File: src/rtl/csa_byte_gearbox_if.sv
// Stream bundle for csa_byte_gearbox: input word channel, output word channel and status.
// The slave modport is the gearbox view; the master modport is the producer/consumer view.
interface csa_byte_gearbox_if #(
    parameter int unsigned BYTE_WIDTH = 8,
    parameter int unsigned IN_BYTES   = 4,
    parameter int unsigned OUT_BYTES  = 5,
    parameter int unsigned CNT_WIDTH  = 16
);
    logic                             in_valid;
    logic                             in_ready;
    logic [IN_BYTES*BYTE_WIDTH-1:0]   in_data;
    logic                             in_last;
    logic                             out_valid;
    logic                             out_ready;
    logic [OUT_BYTES*BYTE_WIDTH-1:0]  out_data;
    logic [OUT_BYTES-1:0]             out_keep;
    logic                             out_last;
    logic [CNT_WIDTH-1:0]             level;
    logic [CNT_WIDTH-1:0]             drop_count;

    modport master (
        output in_valid, in_data, in_last, out_ready,
        input  in_ready, out_valid, out_data, out_keep, out_last, level, drop_count
    );

    modport slave (
        input  in_valid, in_data, in_last, out_ready,
        output in_ready, out_valid, out_data, out_keep, out_last, level, drop_count
    );
endinterface

File: src/rtl/csa_byte_gearbox.sv
// Byte-granular IN_BYTES -> OUT_BYTES gearbox with frame flush (padded partial word or dropped residual).
// Outputs are combinational from the byte buffer; push appends behind any same-cycle pop.
module csa_byte_gearbox #(
    parameter int unsigned BYTE_WIDTH = 8,
    parameter int unsigned IN_BYTES   = 4,
    parameter int unsigned OUT_BYTES  = 5,
    parameter int unsigned BUF_BYTES  = 9,
    parameter bit          PAD_LAST   = 1'b1,
    parameter int unsigned CNT_WIDTH  = 16
) (
    input logic           clk,
    input logic           rst,
    csa_byte_gearbox_if.slave bus
);
    localparam int unsigned LW = $clog2(BUF_BYTES + 1);
    localparam int unsigned DW = CNT_WIDTH + 1;

    if (BUF_BYTES < IN_BYTES + OUT_BYTES - 1) begin : g_buf_check
        $error("csa_byte_gearbox: BUF_BYTES must be >= IN_BYTES+OUT_BYTES-1");
    end

    typedef enum logic {FILL, FLUSH} state_t;

    state_t                 state_q, state_d;
    logic [BYTE_WIDTH-1:0]  mem_q [BUF_BYTES];
    logic [BYTE_WIDTH-1:0]  mem_d [BUF_BYTES];
    logic [LW-1:0]          level_q, level_d;
    logic [CNT_WIDTH-1:0]   drop_q, drop_d;
    logic [DW-1:0]          dsum;
    logic                   in_ready, push, pop, out_valid, out_last, drop;
    logic [OUT_BYTES-1:0]   keep_mask;
    int unsigned            lvl, nl, base;

    assign lvl = 32'(level_q);

    always_comb begin
        state_d   = state_q;
        drop_d    = drop_q;
        out_valid = 1'b0;
        out_last  = 1'b0;
        keep_mask = '0;
        drop      = 1'b0;
        dsum      = '0;
        in_ready  = (state_q == FILL) && (lvl + IN_BYTES <= BUF_BYTES);

        case (state_q)
            FILL: begin
                out_valid = (lvl >= OUT_BYTES);
                keep_mask = '1;
            end
            default: begin
                if (PAD_LAST) begin
                    out_valid = (lvl > 0);
                    out_last  = (lvl <= OUT_BYTES);
                    for (int unsigned i = 0; i < OUT_BYTES; i++) keep_mask[i] = (i < lvl);
                end else begin
                    out_valid = (lvl >= OUT_BYTES);
                    out_last  = (lvl < 2 * OUT_BYTES);
                    keep_mask = '1;
                    drop      = (lvl > 0) && (lvl < OUT_BYTES);
                end
            end
        endcase

        push = bus.in_valid && in_ready;
        pop  = out_valid && bus.out_ready;

        // A padded last beat may hold fewer than OUT_BYTES, so its pop empties rather than subtracts.
        nl = lvl;
        if (pop) nl = (PAD_LAST && out_last) ? 0 : lvl - OUT_BYTES;
        base = nl;
        if (push) nl = nl + IN_BYTES;
        if (drop) nl = 0;
        level_d = LW'(nl);

        if (state_q == FILL) begin
            if (push && bus.in_last) state_d = FLUSH;
        end else if (nl == 0) begin
            state_d = FILL;
        end

        if (drop) begin
            dsum = {1'b0, drop_q} + DW'(level_q);
            drop_d = dsum[CNT_WIDTH] ? '1 : dsum[CNT_WIDTH-1:0];
        end

        for (int unsigned i = 0; i < BUF_BYTES; i++) mem_d[i] = mem_q[i];
        if (pop) begin
            for (int unsigned i = 0; i < BUF_BYTES - OUT_BYTES; i++) mem_d[i] = mem_q[i + OUT_BYTES];
            for (int unsigned i = BUF_BYTES - OUT_BYTES; i < BUF_BYTES; i++) mem_d[i] = '0;
        end
        if (push) begin
            for (int unsigned i = 0; i < BUF_BYTES; i++)
                for (int unsigned j = 0; j < IN_BYTES; j++)
                    if (i == base + j) mem_d[i] = bus.in_data[j*BYTE_WIDTH +: BYTE_WIDTH];
        end
    end

    always_ff @(posedge clk or posedge rst) begin
        if (rst) begin
            state_q <= FILL;
            level_q <= '0;
            drop_q  <= '0;
            for (int unsigned i = 0; i < BUF_BYTES; i++) mem_q[i] <= '0;
        end else begin
            state_q <= state_d;
            level_q <= level_d;
            drop_q  <= drop_d;
            for (int unsigned i = 0; i < BUF_BYTES; i++) mem_q[i] <= mem_d[i];
        end
    end

    always_comb begin
        bus.out_data = '0;
        for (int unsigned i = 0; i < OUT_BYTES; i++)
            if (out_valid && keep_mask[i]) bus.out_data[i*BYTE_WIDTH +: BYTE_WIDTH] = mem_q[i];
    end

    assign bus.in_ready   = in_ready;
    assign bus.out_valid  = out_valid;
    assign bus.out_keep   = out_valid ? keep_mask : '0;
    assign bus.out_last   = out_valid && out_last;
    assign bus.level      = CNT_WIDTH'(level_q);
    assign bus.drop_count = drop_q;
endmodule
File: src/flat_wrapper.sv
// flat-port wrapper written by rule: the top's interface ports become plain ports
module csa_byte_gearbox_flat 
#(
    parameter int unsigned BYTE_WIDTH = 8,
    parameter int unsigned IN_BYTES   = 4,
    parameter int unsigned OUT_BYTES  = 5,
    parameter int unsigned BUF_BYTES  = 9,
    parameter bit          PAD_LAST   = 1'b1,
    parameter int unsigned CNT_WIDTH  = 16
)
  (clk, rst, bus_in_valid, bus_in_data, bus_in_last, bus_out_ready, bus_in_ready, bus_out_valid, bus_out_data, bus_out_keep, bus_out_last, bus_level, bus_drop_count);
  csa_byte_gearbox_if #(.BYTE_WIDTH(BYTE_WIDTH), .IN_BYTES(IN_BYTES), .OUT_BYTES(OUT_BYTES), .CNT_WIDTH(CNT_WIDTH)) bus_i ();
  input logic clk;
  input logic rst;
  input wire logic [$bits(bus_i.in_valid)-1:0] bus_in_valid;
  input wire logic [$bits(bus_i.in_data)-1:0] bus_in_data;
  input wire logic [$bits(bus_i.in_last)-1:0] bus_in_last;
  input wire logic [$bits(bus_i.out_ready)-1:0] bus_out_ready;
  output wire logic [$bits(bus_i.in_ready)-1:0] bus_in_ready;
  output wire logic [$bits(bus_i.out_valid)-1:0] bus_out_valid;
  output wire logic [$bits(bus_i.out_data)-1:0] bus_out_data;
  output wire logic [$bits(bus_i.out_keep)-1:0] bus_out_keep;
  output wire logic [$bits(bus_i.out_last)-1:0] bus_out_last;
  output wire logic [$bits(bus_i.level)-1:0] bus_level;
  output wire logic [$bits(bus_i.drop_count)-1:0] bus_drop_count;
  assign bus_i.in_valid = bus_in_valid;
  assign bus_i.in_data = bus_in_data;
  assign bus_i.in_last = bus_in_last;
  assign bus_i.out_ready = bus_out_ready;
  assign bus_in_ready = bus_i.in_ready;
  assign bus_out_valid = bus_i.out_valid;
  assign bus_out_data = bus_i.out_data;
  assign bus_out_keep = bus_i.out_keep;
  assign bus_out_last = bus_i.out_last;
  assign bus_level = bus_i.level;
  assign bus_drop_count = bus_i.drop_count;
  csa_byte_gearbox #(.BYTE_WIDTH(BYTE_WIDTH), .IN_BYTES(IN_BYTES), .OUT_BYTES(OUT_BYTES), .BUF_BYTES(BUF_BYTES), .PAD_LAST(PAD_LAST), .CNT_WIDTH(CNT_WIDTH)) u_core (.clk(clk), .rst(rst), .bus(bus_i));
endmodule
File: config.mk
export PLATFORM = sky130hd
export DESIGN_NAME = csa_byte_gearbox_flat
export DESIGN_NICKNAME = d
export VERILOG_FILES = /design/src/rtl/csa_byte_gearbox_if.sv /design/src/rtl/csa_byte_gearbox.sv /design/src/flat_wrapper.sv
export SDC_FILE = /design/constraint.sdc
export NUM_CORES = 1
export LEC_CHECK = 0
export ABC_AREA = 1
export BUFFER_PORTS_ARGS = -buffer_cell sky130_fd_sc_hd__buf_2
export CELL_PAD_IN_SITES_DETAIL_PLACEMENT = 1
export CELL_PAD_IN_SITES_GLOBAL_PLACEMENT = 1
export CORE_MARGIN = 2
export CORE_UTILIZATION = 40
export CTS_BUF_LIST = sky130_fd_sc_hd__clkbuf_16
export CTS_CLUSTER_SIZE = 24
export DETAILED_ROUTE_END_ITERATION = 7
export PLACE_DENSITY = 0.85
export SLEW_MARGIN = 20
export SYNTH_ARGS = -nofsm -noshare
export SYNTH_HDL_FRONTEND = slang
export SYNTH_SLANG_ARGS = --single-unit
File: constraint.sdc
create_clock -name clk -period 4.95 [get_ports clk]
set_input_delay 0.99 -clock clk [delete_from_list [all_inputs] [get_ports clk]]
set_output_delay 0.99 -clock clk [all_outputs]
set_load 0.02 [all_outputs]
==> flow_summary.yaml <==
power:
  power_density_nw_per_um2: 695.5
  power_mw: 7.339
  vdd_ir_drop_max_v: 0.0005451
  cellInternalPower_mw: 2.714
  combinationalPowerShare_pct: 77.9
  seqPwrFrac_pct: 13.4
  netsw_mw: 4.625
  part_of_the_power_in_the_clock_network_pct: 8.7
  p_leak_nw: 6.528
  switching_fraction_of_total_power_pct: 63.02
finish:
  final_cell_mix: "sky130_fd_sc_hd__nand2_1 (796), sky130_fd_sc_hd__inv_1 (255), sky130_fd_sc_hd__nor2_1 (206)"
  filler_cell_count: 3574
  multi_input_area_um2: 6192
  nNetsFinal: 1954
  area_overhead_vs_synth_pct: 9.691
  finish.instance_area_um2: 10550
  drive_gt1_share_pct: 9.788
  mostFrequentLayoutCell: "sky130_fd_sc_hd__nand2_1"
  ff_latch_area_um2: 1927
  n_diodes: 0
critical_path:
  critPathRequiredTime_ps: 5250
  worstSetupEndpointType: "register"
  timing.reg2reg.setup_slack_ps: 250
  setup.worst_path.start_class: "register"
  crit_path_top_delay_cell: "sky130_fd_sc_hd__dfrtp_1"
  worst_ep_arrival_time_ps: 4990
  critical_path.endpoint: "u_core.mem_q[15]"
  r2r_cells: 26
  crit_path_start: "u_core.level_q[1]"
  crit_path_max_incr_delay_ps: 480
  critical-path-top-cell-by-count: "sky130_fd_sc_hd__nand2_1"
  timing.rr.start: "u_core.level_q[1]"
  critical_path_peak_fanout: 18
  timing.rr.end: "u_core.mem_q[15]"
  criticalPathCategory: "reg -> reg"
synth:
  synth.yosys.warnings: 0
  synth.avg_cell_area_um2: 5.248
  synth_seq_cells: 77
  synth_cell_types: 35
  synth_area_leader_cell: "sky130_fd_sc_hd__nand2_1"
  synth_sequential_area_ratio_pct: 20.03
  synthCells: 1833
  dominant_cells_by_area_after_synthesis: "sky130_fd_sc_hd__nand2_1 (31%), sky130_fd_sc_hd__dfrtp_1 (20%), sky130_fd_sc_hd__inv_1 (9.9%)"
  ys.flop_type: "sky130_fd_sc_hd__dfrtp_1"
  synth_async_sr_flop_share_pct: 100.0
  yosysTopAreaCellShare_pct: 31.06
  synth_enable_flop_cells: 0
  syn-cell-area_um2: 9619
detailed_routing:
  route.antenna.remaining_nets: 0
  routedWlPerCell_um: 19.60
  routed_via_density: 5.524
  postRouteWirelength_um: 43290
  vias: 12203
  drc: 0
  initial_detailed_routing_violation_count: 968
  firstDrtPassIters: 6
clocking:
  worst_setup_hold_path_clk_slew_ps: 70
  cts_inserted_buffers: 9
  tritoncts_num_sinks: 77
  htree_levels: 3
  max-clock-path-buffers: 2
  root_buffer: "sky130_fd_sc_hd__clkbuf_16"
  clock_tree_from_tritoncts: "done"
  clk_latency_worst_skew_pair_ps: 360
timing:
  timing_worst_slew_pin_value_ps: 1072
  hold_violations: 0
  finalSetupTns_ps: 0
  post-route-period-util_pct: 94.94
  timing.final.crit_period_ps: 4699
  timing.final.setup_violations: 0
  relSlewSlack_pct: 28.02
  final_max_slew_viol_count: 0
  worst_clock_skew_ps: 8.119
  fmax_mhz: 212.8
placement:
  hpwl_um: 28290
  finalWeightedCongestion: 0.9854
  port_buffers: 88
  detailed_place.area_um2: 10210
grt:
  grt_pass1_wl_um: 66680
  initial_antenna_violation_count: 0
  all_layer_global_routing_usage_pct: 33.50
  grt_start_max_net_pins: 68
  globalRouteOverflowTotal: 0
  vias_in_the_first_global_route: 12134
die:
  die_w_um: 159.1
  io-pin-count: 117
  floorplan.rows: 56
  die_area_um2: 25300
  core_area_um2: 23540
  initial_core_util_pct: 40.86
  dieHeight_um: 159.1
run:
  maxCapViolCount: 0
run_status:
  run_status: "completed"
min_path:
  timing.hold.worst.class: "reg -> reg"
worst min-delay path by stage:
stage | startpoint | endpoint | slack, ps | depth (start not counted)
after floorplan | u_core.mem_q[32] | u_core.mem_q[32] | 540 | 4
after global placement | u_core.mem_q[34] | u_core.mem_q[34] | 570 | 4
after detailed placement | u_core.mem_q[32] | u_core.mem_q[32] | 580 | 4
after CTS | u_core.mem_q[32] | u_core.mem_q[32] | 590 | 4
after global routing | u_core.mem_q[34] | u_core.mem_q[34] | 630 | 4
final | u_core.mem_q[33] | u_core.mem_q[33] | 590 | 4
cells in the mapped netlist, types with 24 or more instances:
cell type,instances
sky130_fd_sc_hd__buf_2,24
sky130_fd_sc_hd__buf_4,39
sky130_fd_sc_hd__clkbuf_1,34
sky130_fd_sc_hd__clkinv_1,24
sky130_fd_sc_hd__dfrtp_1,77
sky130_fd_sc_hd__ha_1,31
sky130_fd_sc_hd__inv_1,254
sky130_fd_sc_hd__nand2_1,796
sky130_fd_sc_hd__nand3_1,165
sky130_fd_sc_hd__nand4_1,63
sky130_fd_sc_hd__nor2_1,209
sky130_fd_sc_hd__o21ai_0,36
repair_timing:
action                                  4_1_cts  5_1_grt
resized for setup                             0        8
hold buffers                                  0        0
setup buffers                                 0        7
endpoints found under the setup margin        0       72
hold endpoints to repair                      0        0
stage by stage:
step	worst slack [ps]	util (%)	hold WS, ps	instances
floorplan	270.3	-	544.6	1860
detailed placement	-0.1270	43.36	575.2	2187
CTS	17.93	44.43	591.0	2202
finish	250.6	44.82	587.3	2209
global route	-106.9	44.82	629.9	2209
global placement	170.5	43.36	566.6	2187
power by group through the flow:
stage / Sequential [mW] / Combinational, mW / Clock, mW
2_1_floorplan: 0.958 / 3.92 / 0
3_3_place_gp: 0.980 / 5.32 / 0
3_5_place_dp: 0.986 / 5.50 / 0
4_1_cts: 0.977 / 5.54 / 0.638
5_1_grt: 1.00 / 6.30 / 0.662
6_report: 0.983 / 5.72 / 0.637
final cells by class:
| class | instances | share of cell area, % |
|---|---|---|
| Tap cell | 319 | 3.783 |
| Inverter | 280 | 9.973 |
| Clock inverter | 6 | 0.2372 |
| Multi-Input combinational cell | 1393 | 58.69 |
| Clock buffer | 9 | 2.134 |
| Timing Repair Buffer | 125 | 6.925 |
| Sequential cell | 77 | 18.26 |
metal layers:
metal	vias up	global-route usage [%]	routed length, um
met5	-	0	0
met4	0	19.01	2716
met3	162	5.783	3692
met2	558	54.98	19200
met1	5875	41.64	17680
li1	5608	-	-
critical path: cells and delay by family (launching register included):
kind	cells	cell delay [ps]
AND/OR/NAND/NOR	15	1920
adder cells (fa/ha/maj)	4	1130
flip-flops	1	480
buffers and inverters	6	910
AO/OA/AOI/OAI	1	160
kinds of logic after synthesis:
family,after synthesis,synth area share (%)
and+or+nand+nor,1276,55.33
buffers and inverters,390,17.13
DFF,77,20.03
AOI/OAI and AO/OA,57,3.343
adders and majority gates,31,4.032
xor gates and xnor gates,1,0.09107
other,1,0.03898
registers in the layout, indices dropped and copies added, names as in the netlist:
register and count:
u_core.mem_q 72, u_core.state_q 1, u_core.level_q 4
No activity file was read; power rests on OpenSTA's default activity.
